## src/rtl/wb_port_arbiter.sv

```systemverilog
// wb_port_arbiter
// Write-back scheduler for the single register-file write port. The ALU
// write-back path (valid/ready) and the LSU load-return path (no back-pressure,
// buffered in a small circular FIFO) share one registered write port. Writes to
// x0 are granted but never enabled.
//
// Ports
//   clk, rst_n         clock, asynchronous active-low reset
//   hold_i             pipeline freeze: no pops and no ALU grants while high
//   alu_valid_i/rd/data ALU write-back request; alu_ready_o is the handshake
//   lsu_valid_i/rd/data load-return push into the FIFO
//   wr_port_o/wr_data_o/ctrl_reg_wr_en_o  registered register-file write port
//   lsu_overflow_o     sticky: a load return was dropped on a full FIFO
module wb_port_arbiter #(
  parameter int LSU_DEPTH    = 2,
  parameter int STARVE_LIMIT = 2
) (
  input  logic        clk,
  input  logic        rst_n,
  input  logic        hold_i,
  input  logic        alu_valid_i,
  input  logic [4:0]  alu_rd_i,
  input  logic [31:0] alu_data_i,
  output logic        alu_ready_o,
  input  logic        lsu_valid_i,
  input  logic [4:0]  lsu_rd_i,
  input  logic [31:0] lsu_data_i,
  output logic [4:0]  wr_port_o,
  output logic [31:0] wr_data_o,
  output logic        ctrl_reg_wr_en_o,
  output logic        lsu_overflow_o
);

  localparam int         DATA_W     = 32;
  localparam int         RD_W       = 5;
  localparam int         PTR_W      = (LSU_DEPTH > 1) ? $clog2(LSU_DEPTH) : 1;
  localparam logic [2:0] STARVE_MAX = 3'(STARVE_LIMIT);

  // Saturating increment of the starvation counter.
  function automatic logic [2:0] sat_inc(input logic [2:0] cnt);
    return (cnt >= STARVE_MAX) ? STARVE_MAX : cnt + 3'd1;
  endfunction

  logic [RD_W-1:0]   fifo_rd   [LSU_DEPTH];
  logic [DATA_W-1:0] fifo_data [LSU_DEPTH];

  // Pointers carry one extra wrap bit so full and empty differ.
  logic [PTR_W:0]    wr_ptr_p0;
  logic [PTR_W:0]    rd_ptr_p0;
  logic [2:0]        starve_cnt_p0;

  logic [RD_W-1:0]   wr_port_p1;
  logic [DATA_W-1:0] wr_data_p1;
  logic              vld_p1;
  logic              overflow_p1;

  logic              fifo_empty;
  logic              fifo_full;
  logic              alu_force;
  logic              lsu_grant;
  logic              alu_grant;
  logic              push_ok;
  logic              push_drop;
  logic [RD_W-1:0]   head_rd;
  logic [DATA_W-1:0] head_data;

  // ---- Stage p0: grant decision from FIFO head, ALU request and starvation state
  assign fifo_empty = (wr_ptr_p0 == rd_ptr_p0);
  assign fifo_full  = (wr_ptr_p0[PTR_W] != rd_ptr_p0[PTR_W]) &&
                      (wr_ptr_p0[PTR_W-1:0] == rd_ptr_p0[PTR_W-1:0]);
  assign head_rd    = fifo_rd[rd_ptr_p0[PTR_W-1:0]];
  assign head_data  = fifo_data[rd_ptr_p0[PTR_W-1:0]];

  assign alu_force  = alu_valid_i && (starve_cnt_p0 == STARVE_MAX);
  assign lsu_grant  = !hold_i && !fifo_empty && !alu_force;
  assign alu_grant  = !hold_i && alu_valid_i && (fifo_empty || alu_force);
  assign alu_ready_o = alu_grant;

  // A same-cycle pop frees the slot a push into a full FIFO needs.
  assign push_ok    = lsu_valid_i && (!fifo_full || lsu_grant);
  assign push_drop  = lsu_valid_i && fifo_full && !lsu_grant;

  always_ff @(posedge clk) begin
    if (push_ok) begin
      fifo_rd[wr_ptr_p0[PTR_W-1:0]]   <= lsu_rd_i;
      fifo_data[wr_ptr_p0[PTR_W-1:0]] <= lsu_data_i;
    end
  end

  always_ff @(posedge clk or negedge rst_n) begin
    if (!rst_n) begin
      wr_ptr_p0     <= '0;
      rd_ptr_p0     <= '0;
      starve_cnt_p0 <= '0;
    end else begin
      if (push_ok) begin
        wr_ptr_p0 <= wr_ptr_p0 + (PTR_W+1)'(1);
      end
      if (lsu_grant) begin
        rd_ptr_p0 <= rd_ptr_p0 + (PTR_W+1)'(1);
      end
      if (!hold_i) begin
        if (!alu_valid_i || alu_grant) begin
          starve_cnt_p0 <= '0;
        end else begin
          starve_cnt_p0 <= sat_inc(starve_cnt_p0);
        end
      end
    end
  end

  // ---- Stage p1: registered register-file write port
  always_ff @(posedge clk or negedge rst_n) begin
    if (!rst_n) begin
      wr_port_p1  <= '0;
      wr_data_p1  <= '0;
      vld_p1      <= 1'b0;
      overflow_p1 <= 1'b0;
    end else begin
      if (lsu_grant) begin
        wr_port_p1 <= head_rd;
        wr_data_p1 <= head_data;
        vld_p1     <= (head_rd != '0);
      end else if (alu_grant) begin
        wr_port_p1 <= alu_rd_i;
        wr_data_p1 <= alu_data_i;
        vld_p1     <= (alu_rd_i != '0);
      end else begin
        vld_p1     <= 1'b0;
      end
      if (push_drop) begin
        overflow_p1 <= 1'b1;
      end
    end
  end

  assign wr_port_o        = wr_port_p1;
  assign wr_data_o        = wr_data_p1;
  assign ctrl_reg_wr_en_o = vld_p1;
  assign lsu_overflow_o   = overflow_p1;

endmodule

```

## config.mk

```make
export PLATFORM = sky130hd
export DESIGN_NAME = wb_port_arbiter
export DESIGN_NICKNAME = d
export VERILOG_FILES = /design/src/rtl/wb_port_arbiter.sv
export SDC_FILE = /design/constraint.sdc
export NUM_CORES = 1
export LEC_CHECK = 0
export ABC_AREA = 1
export CAP_MARGIN = 40
export CORE_MARGIN = 2
export CORE_UTILIZATION = 45
export DETAILED_ROUTE_END_ITERATION = 8
export PLACE_DENSITY = 0.75
export SYNTH_ARGS = -nofsm -noshare
export SYNTH_HDL_FRONTEND = slang
export SYNTH_SLANG_ARGS = --single-unit
```

## constraint.sdc

```tcl
create_clock -name clk -period 2.5 [get_ports clk]
set_input_delay 0.375 -clock clk [delete_from_list [all_inputs] [get_ports clk]]
set_output_delay 0.375 -clock clk [all_outputs]
set_load 0.05 [all_outputs]
```

* Yosys cells after proc, flatten, opt, wreduce, memory -nomap -nowiden
Memory sizes are Yosys's and may differ from the RTL's. Index checks and enable logic that the tools add are counted.
Cells by class: $add $sub $neg 3, $lt $le $gt $ge 1, equal/unequal tests 4, mux-type cells 10, reduce and logical (&&, ||, !) cells 21
Operator list (number):
- two-way mux 32 bit | 2
- two-way mux 5 bit | 2
- nonzero test 5 bit | 2
- logical AND 1 bit | 9
- logical NOT 1 bit | 6
- two-way mux 3 bit | 2
- adder 2 x 1 -> 2 bit (second input constant) | 2
- two-way mux 1 bit | 4
- adder 3 x 1 -> 3 bit (second input constant) | 1
- equality test 3 x 2 -> 1 bit (second input constant) | 1
- >= comparator 3 x 2 -> 1 bit (second input constant) | 1
- logical OR 1 bit | 3
- equality test 2 bit | 1
- nonzero test 2 bit | 1
- equality test 1 bit | 1
- inequality test 1 bit | 1
Word-level totals: register bits 46, RAM bits 74, input bits 79, output and inout port bits 40, word-level logic and storage cells 48, memories 2
Memory list:
- fifo_data | depth 2, width 32, read ports 1, clocked after memory_dff 0, wr ports 1, RTL line 45 | logic [DATA_W-1:0] fifo_data [LSU_DEPTH];
- fifo_rd | depth 2, width 5, read ports 1, clocked after memory_dff 0, wr ports 1, RTL line 44 | logic [RD_W-1:0] fifo_rd [LSU_DEPTH];

* Longest topological paths before layout
Gate-level depths: netlist (run 1).
depth after elaboration 8, depth in mapped cells 9, gate-level depth less buffers 9

* Worst setup path after synthesis (run 1)
No wires, ideal clock.
path type reg2reg, from register starve_cnt_p0[0], to memory fifo_data[0][0] (enable), library setup time 392 ps, data arrival time 1775 ps, required time 2108 ps, path slack 333 ps, stages on the path, launching flop included 8, buffers on the path 0, period minus slack after synthesis 2167 ps, cells stage by stage dfrtp_1 -> inv_1 -> ha_1 -> nand2_1 -> nand3_4 -> nand2_1 -> nand3_1 -> inv_1
Between the ends: longest elaborated chain between the ends 8
Ends and longest elaborated chain:
- from (decl) | RTL line 50 | logic [2:0] starve_cnt_p0;
- from (signal assigned) | RTL line 106 | starve_cnt_p0 <= sat_inc(starve_cnt_p0);
- equality test 3 x 2 -> 1 bit | RTL line 74 | assign alu_force = alu_valid_i && (starve_cnt_p0 == STARVE_MAX);
- logical AND 1 bit | RTL line 74
- logical NOT 1 bit | RTL line 75 | assign lsu_grant = !hold_i && !fifo_empty && !alu_force;
- logical AND 1 bit | RTL line 75
- logical OR 1 bit | RTL line 80 | assign push_ok = lsu_valid_i && (!fifo_full || lsu_grant);
- logical AND 1 bit | RTL line 80
- two-way mux 1 bit | RTL line 84 | if (push_ok) begin
- two-way mux 1 bit (not written as such) | RTL line 86 | fifo_data[wr_ptr_p0[PTR_W-1:0]] <= lsu_data_i;
- to (decl) | RTL line 45
No other way between the ends.

* Worst setup path after layout (run 1)
from register rd_ptr_p0[0], to output alu_ready_o
Between the ends: longest elaborated chain between the ends 3
Ends and longest elaborated chain:
- from (decl) | RTL line 49 | logic [PTR_W:0] rd_ptr_p0;
- from (signal assigned) | RTL line 100 | rd_ptr_p0 <= rd_ptr_p0 + (PTR_W+1)'(1);
- equality test 2 bit | RTL line 68 | assign fifo_empty = (wr_ptr_p0 == rd_ptr_p0);
- logical OR 1 bit | RTL line 76 | assign alu_grant = !hold_i && alu_valid_i && (fifo_empty || alu_force);
- logical AND 1 bit | RTL line 76
- to (decl) | RTL line 24 | output logic alu_ready_o,
No other way between the ends.

==> summary by stage, run 1 <==
Route
The starting DRC count in detailed routing is roughly 340. For this block, the routed nets add up to ~13000 microns of wire. After detailed routing, the average wire length per cell comes to 16.3 microns. The count of antenna-violating nets left after detailed routing is 0. Dividing the detail-routed via count by the number of cells gives roughly 5.2. The detailed-routing iteration count for the pre-antenna-repair pass is 5.

Summing over every cut layer, the via total after detailed routing is 4109. The DRC violation count after routing is 0.

Floorplanning
The floorplan step defined a die boundary enclosing ~12000 sq um. The die height is between 100 and 150 microns. After floorplanning, the core was sized to cover around 11000 sq um. The width of the die is roughly 110 microns. Row generation in the floorplan step produced 39 rows. The number of I/O pins is ~120. For this configuration, the core starts out at a cell density of around 46%.

Clock network
Clock-pin slew was measured on the worst setup and hold paths at 50 ps. The cell sitting at the root of the clock tree is a clkbuf_16. The clock drives 120 sinks. The CTS tree is done. After clock tree synthesis, the setup repair step added 0 buffers. The clock tree synthesis step divided the H-tree into 4 levels. Counting along the longest clock path gives a buffer depth of 2. Clock tree synthesis inserted a total of 17 buffers.

The clock network latency to the later pin of the worst-skew pair is 400 ps. In this run, post-CTS repair resized a total of 0 instances.

Layout
The non-filler instance count after layout is between 700 and 800. The number of diodes added for antenna fixing is 0. The net total in the final layout is between 700 and 800. The utilization after layout is around 62%. The final design area excluding fillers is 7060 sq um.

Relative to the synthesized area, the layout overhead comes to 35.8%. Counting the fill cells in the layout gives 919. The post-route netlist has under 10% of its cells at a drive strength greater than 1.

Placed design
After detailed placement, the design holds a cell count of between 700 and 800. The final weighted congestion in routability-driven placement is between 0.8 and 0.9. The placed instances occupy a cell area of about 6500 sq um.

Detailed placement ended at an HPWL of 8140 microns. Buffers placed on the I/O ports in this run total between 100 and 150.

Critical path
At the worst endpoint, the required time is 2120 ps. The highest net fanout along the worst path is 37. The cell count of the worst reg-to-reg path is 8. The sort of element at the start of the critical path is a flop.

The endpoint of the most critical register-to-register path is wr_data_o[0]. Data arrives at the worst endpoint at between 1500 and 2000 ps. The worst setup path is of the reg -> out kind.

STA classifies the critical path endpoint as a primary output. The register-to-register setup slack is between 300 and 400 ps. The startpoint of the lowest-slack register-to-register path is starve_cnt_p0[0].

Synthesis
Yosys attributes the largest share of cell area to edfxtp_1 (43%), dfrtp_1 (22%), nand2_1 (10%). Each instance of the synthesized netlist takes up on average 10.2 sq um. The synthesized design contains 120 register bits. The number of nets handed over by synthesis was 593. The netlist area before placement is slightly above 5000 sq um. Synthesis produced a netlist whose cell count is between 500 and 600. The post-synthesis cell type count is 27.

The proportion of netlist area held by the largest area contributor is 42.7%. The fraction of the yosys area taken by sequential cells is 64.9%. For this run, the number of Yosys warnings is 0. Of all cell types, the one taking the most synthesized area is edfxtp_1.

STA
The fmax is 452 MHz. The final total negative setup slack is 0 ps. In this run the tightest slew margin relative to its limit is a little under two thirds.

The minimum clock period after layout is ~2200 ps. Setup repair after global routing left no endpoint under its margin. The number of slew-limit violations in the final report is 0. The final number of hold-violating endpoints was 0. The setup skew after layout is between 9 and 10 ps. The setup violation total in the final timing report is 0.

The actual slew at the worst max-slew pin is about 540 ps. The part of the cycle the worst path needs is 88.6%. The worst hold slack across all endpoints is 441 ps.

Flow run
Max-cap violations in this run came to 0.

Global route
The initial antenna violation count is 0. The global-route wire length before repair is 20300 microns. The via count of the first global-routing pass is roughly 4200. Global routing consumed, over all layers together, 20.9% of the routing resources. The total overflow left after global routing is 0.

The largest net degree at the start of global routing is between 40 and 50.

Pwr
The analysis attributes to cell leakage a power of 2.93 nW. VDD sags by at most approximately 1200 uV. Dividing total power by cell area gives a power density of between 1000 and 1500 nW/um^2.

Min path
In this run the worst hold path is classified as in -> async.

Status
The run finished with clean final reports.
[state kept, by name (all words and copies together), names as in the netlist]
| register | count |
|---|---|
| fifo_rd | 10 |
| rd_ptr_p0 | 2 |
| ctrl_reg_wr_en_o | 1 |
| wr_port_o | 5 |
| starve_cnt_p0 | 3 |
| fifo_data | 64 |
| lsu_overflow_o | 1 |
| wr_data_o | 32 |
| wr_ptr_p0 | 2 |
[worst max-delay path, stage by stage (launching register included)]
cell,delay (ps)
dfrtp_1,400
inv_2,50
nand2_1,70
nand2_1,60
nand2_2,90
buf_4,410
a21oi_2,130
buf_4,220
[through the flow]
stage               power [mW]  worst slack, ps
floorplan                 5.84              333
global placement          7.04              153
detailed placement        7.16             60.9
CTS                       9.54              279
global route              9.95              189
finish                    9.48              285
[where the power goes]
group | leakage, nW | internal [mW] | switching [mW]
logic | 1.43 | 1.25 | 2.71
clock network | 0.282 | 1.54 | 0.797
registers | 1.22 | 2.85 | 0.330
[cells in the final DEF, fill, tap and decap left out, types with 4 or more instances in the layout]
cell,count
a21boi_0,32
clkbuf_16,17
nand3_1,8
o21ai_0,4
dfrtp_1,46
clkdlybuf4s50_1,116
buf_4,11
nand4_1,37
inv_1,11
nor2_1,110
clkinv_2,5
clkinv_1,4
edfxtp_1,74
nand2_1,139
[synth_stat cells (all sizes together)]
library cell	number
nand4	37
a21oi	2
dfrtp	46
nand3b	1
nand2	141
o21ai	5
ha	2
a21boi	32
o21bai	1
or2	4
inv	16
buf	21
xor2	1
nand3	9
clkbuf	9
edfxtp	74
nor2	110
nor4	1
[area by class of cell]
type	instances	area [sq um]	share of cell area, %
clock inverter	11	131	1.86
multi-input combinational	346	1600	22.7
timing repair buffer	130	1280	18.1
tap	143	179	2.53
clock buffer	20	437	6.19
sequential	120	3370	47.8
inverter	16	60.1	0.851
[metal layers]
layer | track usage (%) | wire length, microns | vias up
li1 | - | - | 1957
met1 | 24.5 | 5040 | 1961
met2 | 36.4 | 6790 | 169
met3 | 4.95 | 759 | 22
met4 | 10.0 | 206 | 0
met5 | 0 | 0 | -
[worst max-delay path by stage]
stage / endpoint / depth (start not counted) / slack (ps) / from
3_5_place_dp: wr_data_o[26] / 9 / 60 / alu_valid_i
6_report: alu_ready_o / 7 / 290 / rd_ptr_p0[0]
4_1_cts: alu_ready_o / 7 / 280 / rd_ptr_p0[0]
3_3_place_gp: wr_data_o[1] / 9 / 150 / alu_valid_i
2_1_floorplan: fifo_data[0][0] / 7 / 330 / starve_cnt_p0[0]
5_1_grt: alu_ready_o / 7 / 190 / rd_ptr_p0[0]
[what timing repair did]
item | 4_1_cts | 5_1_grt
hold buffers | 1 | 0
endpoints found under the setup margin | 0 | 0
hold endpoints to repair | 15 | 0
[kinds of logic (layout without fill, tap and decap cells)]
group	after synthesis	in the layout	share of synthesized area, %
DFF	120	120	64.9
buffers and inverters	46	177	4.33
AOI/OAI and AO/OA	40	40	5.51
and+or+nand+nor	303	303	24.6
adders and majority gates	2	2	0.481
xor gates and xnor gates	1	1	0.169
Note: power is estimated with default switching activity, not from simulation.
==> inputs of run 2 (changes only) <==
--- a/config.mk
+++ b/config.mk
@@ -10,7 +10,8 @@
 export CORE_MARGIN = 2
 export CORE_UTILIZATION = 45
 export DETAILED_ROUTE_END_ITERATION = 8
-export PLACE_DENSITY = 0.75
+export HOLD_SLACK_MARGIN = 0.12
+export PLACE_DENSITY = 0.78
 export SYNTH_ARGS = -nofsm -noshare
 export SYNTH_HDL_FRONTEND = slang
 export SYNTH_SLANG_ARGS = --single-unit
==> constraint.sdc (replaced) <==
create_clock -name clk -period 2 [get_ports clk]
set_input_delay 0.3 -clock clk [delete_from_list [all_inputs] [get_ports clk]]
set_output_delay 0.3 -clock clk [all_outputs]
set_load 0.05 [all_outputs]
==> run 2 against run 1 <==
Via count grew 2.9%. Core utilization grew 2.6 points. Register-to-register slack lost 260 ps. Clock skew shrank 3.8 ps. Flip-flop and latch count is the same. Total power grew 34%. Critical endpoint unchanged. Largest cell class unchanged. Highest routed layer unchanged.
==> summary by stage, run 2 (synthesis results as in run 1) <==
Layout
The fraction of layout instances using a drive strength above 1 was 9.97% (was 7.62%). The net total in the final layout is 720 (was 712). The area taken by flip-flops and latches is 3370 sq um (unchanged). The flip-flop count of the largest register, all copies and words added is 64 (unchanged). Leading cell types in the layout, fill and taps excluded: nand2_1 (136), clkdlybuf4s50_1 (116), nor2_1 (110) (was nand2_1 (139), clkdlybuf4s50_1 (116), nor2_1 (110)). The area of the multi-input gates is 1620 sq um (was 1600 sq um).

The filler cell count in the final layout is 868 (was 919). The number of diodes added for antenna fixing is 0 (unchanged). The area overhead of the layout relative to synthesis is 41.5% (was 35.8%). The leading cell type in the layout, fill and taps excluded is nand2_1 (unchanged).

Route
The total via count in the routed design is 4228 (was 4109). The met3 layer wire length in the routed design was 871 microns (was 759 microns). The count of antenna-violating nets left after detailed routing came to 0 (unchanged). The routed length per placed instance is 17.3 microns (was 16.3 microns). The met1 layer wirelength in the final routing is 5550 microns (was 5040 microns).

The starting DRC count in detailed routing is 359 (was 342). The detailed-routing iteration count for the pre-antenna-repair pass came to 5 (unchanged). The DRC violation count after routing was 0 (unchanged). The routed wire length is 13700 microns (was 12800 microns). The via density per instance is 5.32 (was 5.23). The highest routing layer actually used was met4 (unchanged).

The detailed-routed wire length on met2 came to 7100 microns (was 6790 microns).

Floorplanning
The total number of placement rows came to 39 (unchanged). The die height is 111 microns (unchanged). The total core area is 11400 sq um (unchanged). The die outline area is 12400 sq um (unchanged).

The number of I/O pins is 119 (unchanged). The width of the die is 111 microns (unchanged). The effective utilization at floorplan is 45.7% (unchanged).

Clock network
The root cell of the clock tree is clkbuf_16 (unchanged). The number of CTS-inserted buffers is 17 (unchanged). The number of clock sinks was 120 (unchanged).

The clock network latency to the later pin of the worst-skew pair is 410 ps (was 400 ps). The clock transition at the registers of the reported paths came to 50 ps (about the same). The number of buffers on the longest clock path is 2 (unchanged). The CTS tree is done (unchanged). The number of H-tree branching levels was 4 (unchanged).

Global route
The via count of the first global-routing pass came to 4431 (was 4209). The largest net degree at the start of global routing was 47 (was 46). The initial antenna violation count is 0 (unchanged). The global-route wire length before repair is 21800 microns (was 20300 microns). The overall track demand over capacity in global routing is 22.7% (was 20.9%).

The aggregate global routing overflow is 0 (unchanged).

Critical path
The cell count of the worst reg-to-reg path is 8 (unchanged). The register-to-register setup slack is 110 ps (was 370 ps). The end of the critical path is alu_ready_o (unchanged). The startpoint of the worst setup timing path was wr_ptr_p0[1] (was rd_ptr_p0[0]). The highest net fanout along the worst path is 3 (was 37).

The critical path start-end classification is reg -> out (unchanged). The sort of element at the start of the critical path is a flop (unchanged). The startpoint of the lowest-slack register-to-register path is starve_cnt_p0[0] (unchanged). The nature of the critical path endpoint is a primary output (unchanged).

The worst endpoint required time is 1700 ps (was 2120 ps). The endpoint of the most critical register-to-register path is fifo_data[0][14] (was wr_data_o[0]). The critical path data arrival time is 1610 ps (was 1840 ps).

STA
The setup violation total in the final timing report came to 0 (unchanged). The number of slew-limit violations in the final report is 0 (unchanged). The final total negative setup slack is 0 ps (unchanged).

For this run, the top clock speed supported by timing is ~520 MHz. The setup skew after layout was 6.22 ps (was 9.97 ps). The tightest slew margin relative to the limit came to 63.4% (was 64.0%). The part of the cycle the worst path needs is between 90 and 100%. The minimum clock period after layout is between 1500 and 2000 ps.

The actual slew at the worst max-slew pin came to 547 ps (was 539 ps). The final number of hold-violating endpoints is 0 (unchanged). Unrepaired setup endpoints after global routing: false (unchanged).

Flow run
The max-cap check violation count was 0 (unchanged).

Pwr
The power density relative to cell area is 1730 nW/um^2 (was 1340 nW/um^2). The leakage power was 3.06 nW (was 2.93 nW). The highest ir drop seen on vdd is 1000 uV (was 1170 uV).

The total chip power came to 12.7 mW (was 9.48 mW).

Placed design
The final weighted congestion in routability-driven placement is 0.738 (was 0.850). The placed wire-length estimate is 8210 microns (was 8140 microns). The port buffer count came to 118 (unchanged).

Status
Status: finished, final reports clean (unchanged).

Min path
The type of the worst min-delay path was in -> async (unchanged).
==> run 2: changes by cell type in the layout (fill, tap and decap cells not counted), sizes merged <==
cell,change
clkinv,-8
buf,+6
clkbuf,+5
clkinvlp,+3
bufinv,+2
bufbuf,+1
==> run 2: where the power goes <==
| group | total (mW) | switching, mW | internal, mW |
|---|---|---|---|
| logic | 5.44 | 3.56 | 1.88 |
| clock network | 3.37 | 1.03 | 2.34 |
| registers | 3.93 | 0.374 | 3.56 |
==> run 2: what timing repair did <==
item | in CTS | in global routing
hold buffers | 1 | 0
resized for setup | 7 | 2
hold endpoints to repair | 46 | 0
pin swaps | 0 | 1
buffers inserted | 0 | 2
setup endpoints to repair | 1 | 38
gates cloned | 1 | 1
==> run 2: how the worst min path moves through the flow <==
| stage | slack (ps) | cells past startpoint | start | to |
|---|---|---|---|---|
| floorplan | 4 | 0 | rst_n | ctrl_reg_wr_en_o |
| global placement | 310 | 2 | rst_n | wr_data_o[15] |
| CTS | 410 | 3 | rst_n | wr_data_o[15] |
| finish | 420 | 3 | rst_n | wr_data_o[15] |
| global route | 430 | 3 | rst_n | wr_data_o[18] |
| detailed placement | 310 | 2 | rst_n | wr_data_o[15] |
==> run 2: worst max-delay path: stages (launching register included) <==
cell     delay [ps]
dfrtp_1         400
inv_1            90
nand2_1          70
nand2_2          90
nand2_4          90
buf_12          130
a21oi_4         160
buf_6           180
==> run 2: cell type report <==
type / instances / area share (%)
Sequential cell: 120 / 45.8
Multi-Input combinational cell: 346 / 22.0
Timing Repair Buffer: 138 / 19.8
Clock buffer: 24 / 6.68
Tap cell: 143 / 2.43
Clock inverter: 8 / 2.26
Inverter: 16 / 0.918
==> run 2: per-layer routing <==
layer	GRT usage, %	vias to the layer above
met5	0	-
met4	7.57	0
met3	7.02	23
met2	39.5	173
met1	26.9	2056
li1	-	1976
==> run 2: metrics by stage <==
stage               setup slack [ps]  cell area (sq um)  instances  hold slack (ps)  util, %
floorplan                       42.8               5210        512             4.41        -
finish                          85.9               7360        795              415     64.7
global route                    1.13               7360        795              432     64.7
detailed placement             -61.2               6580        758              310     57.9
global placement                23.4               6580        758              309     57.9
CTS                             17.7               7320        792              411     64.3
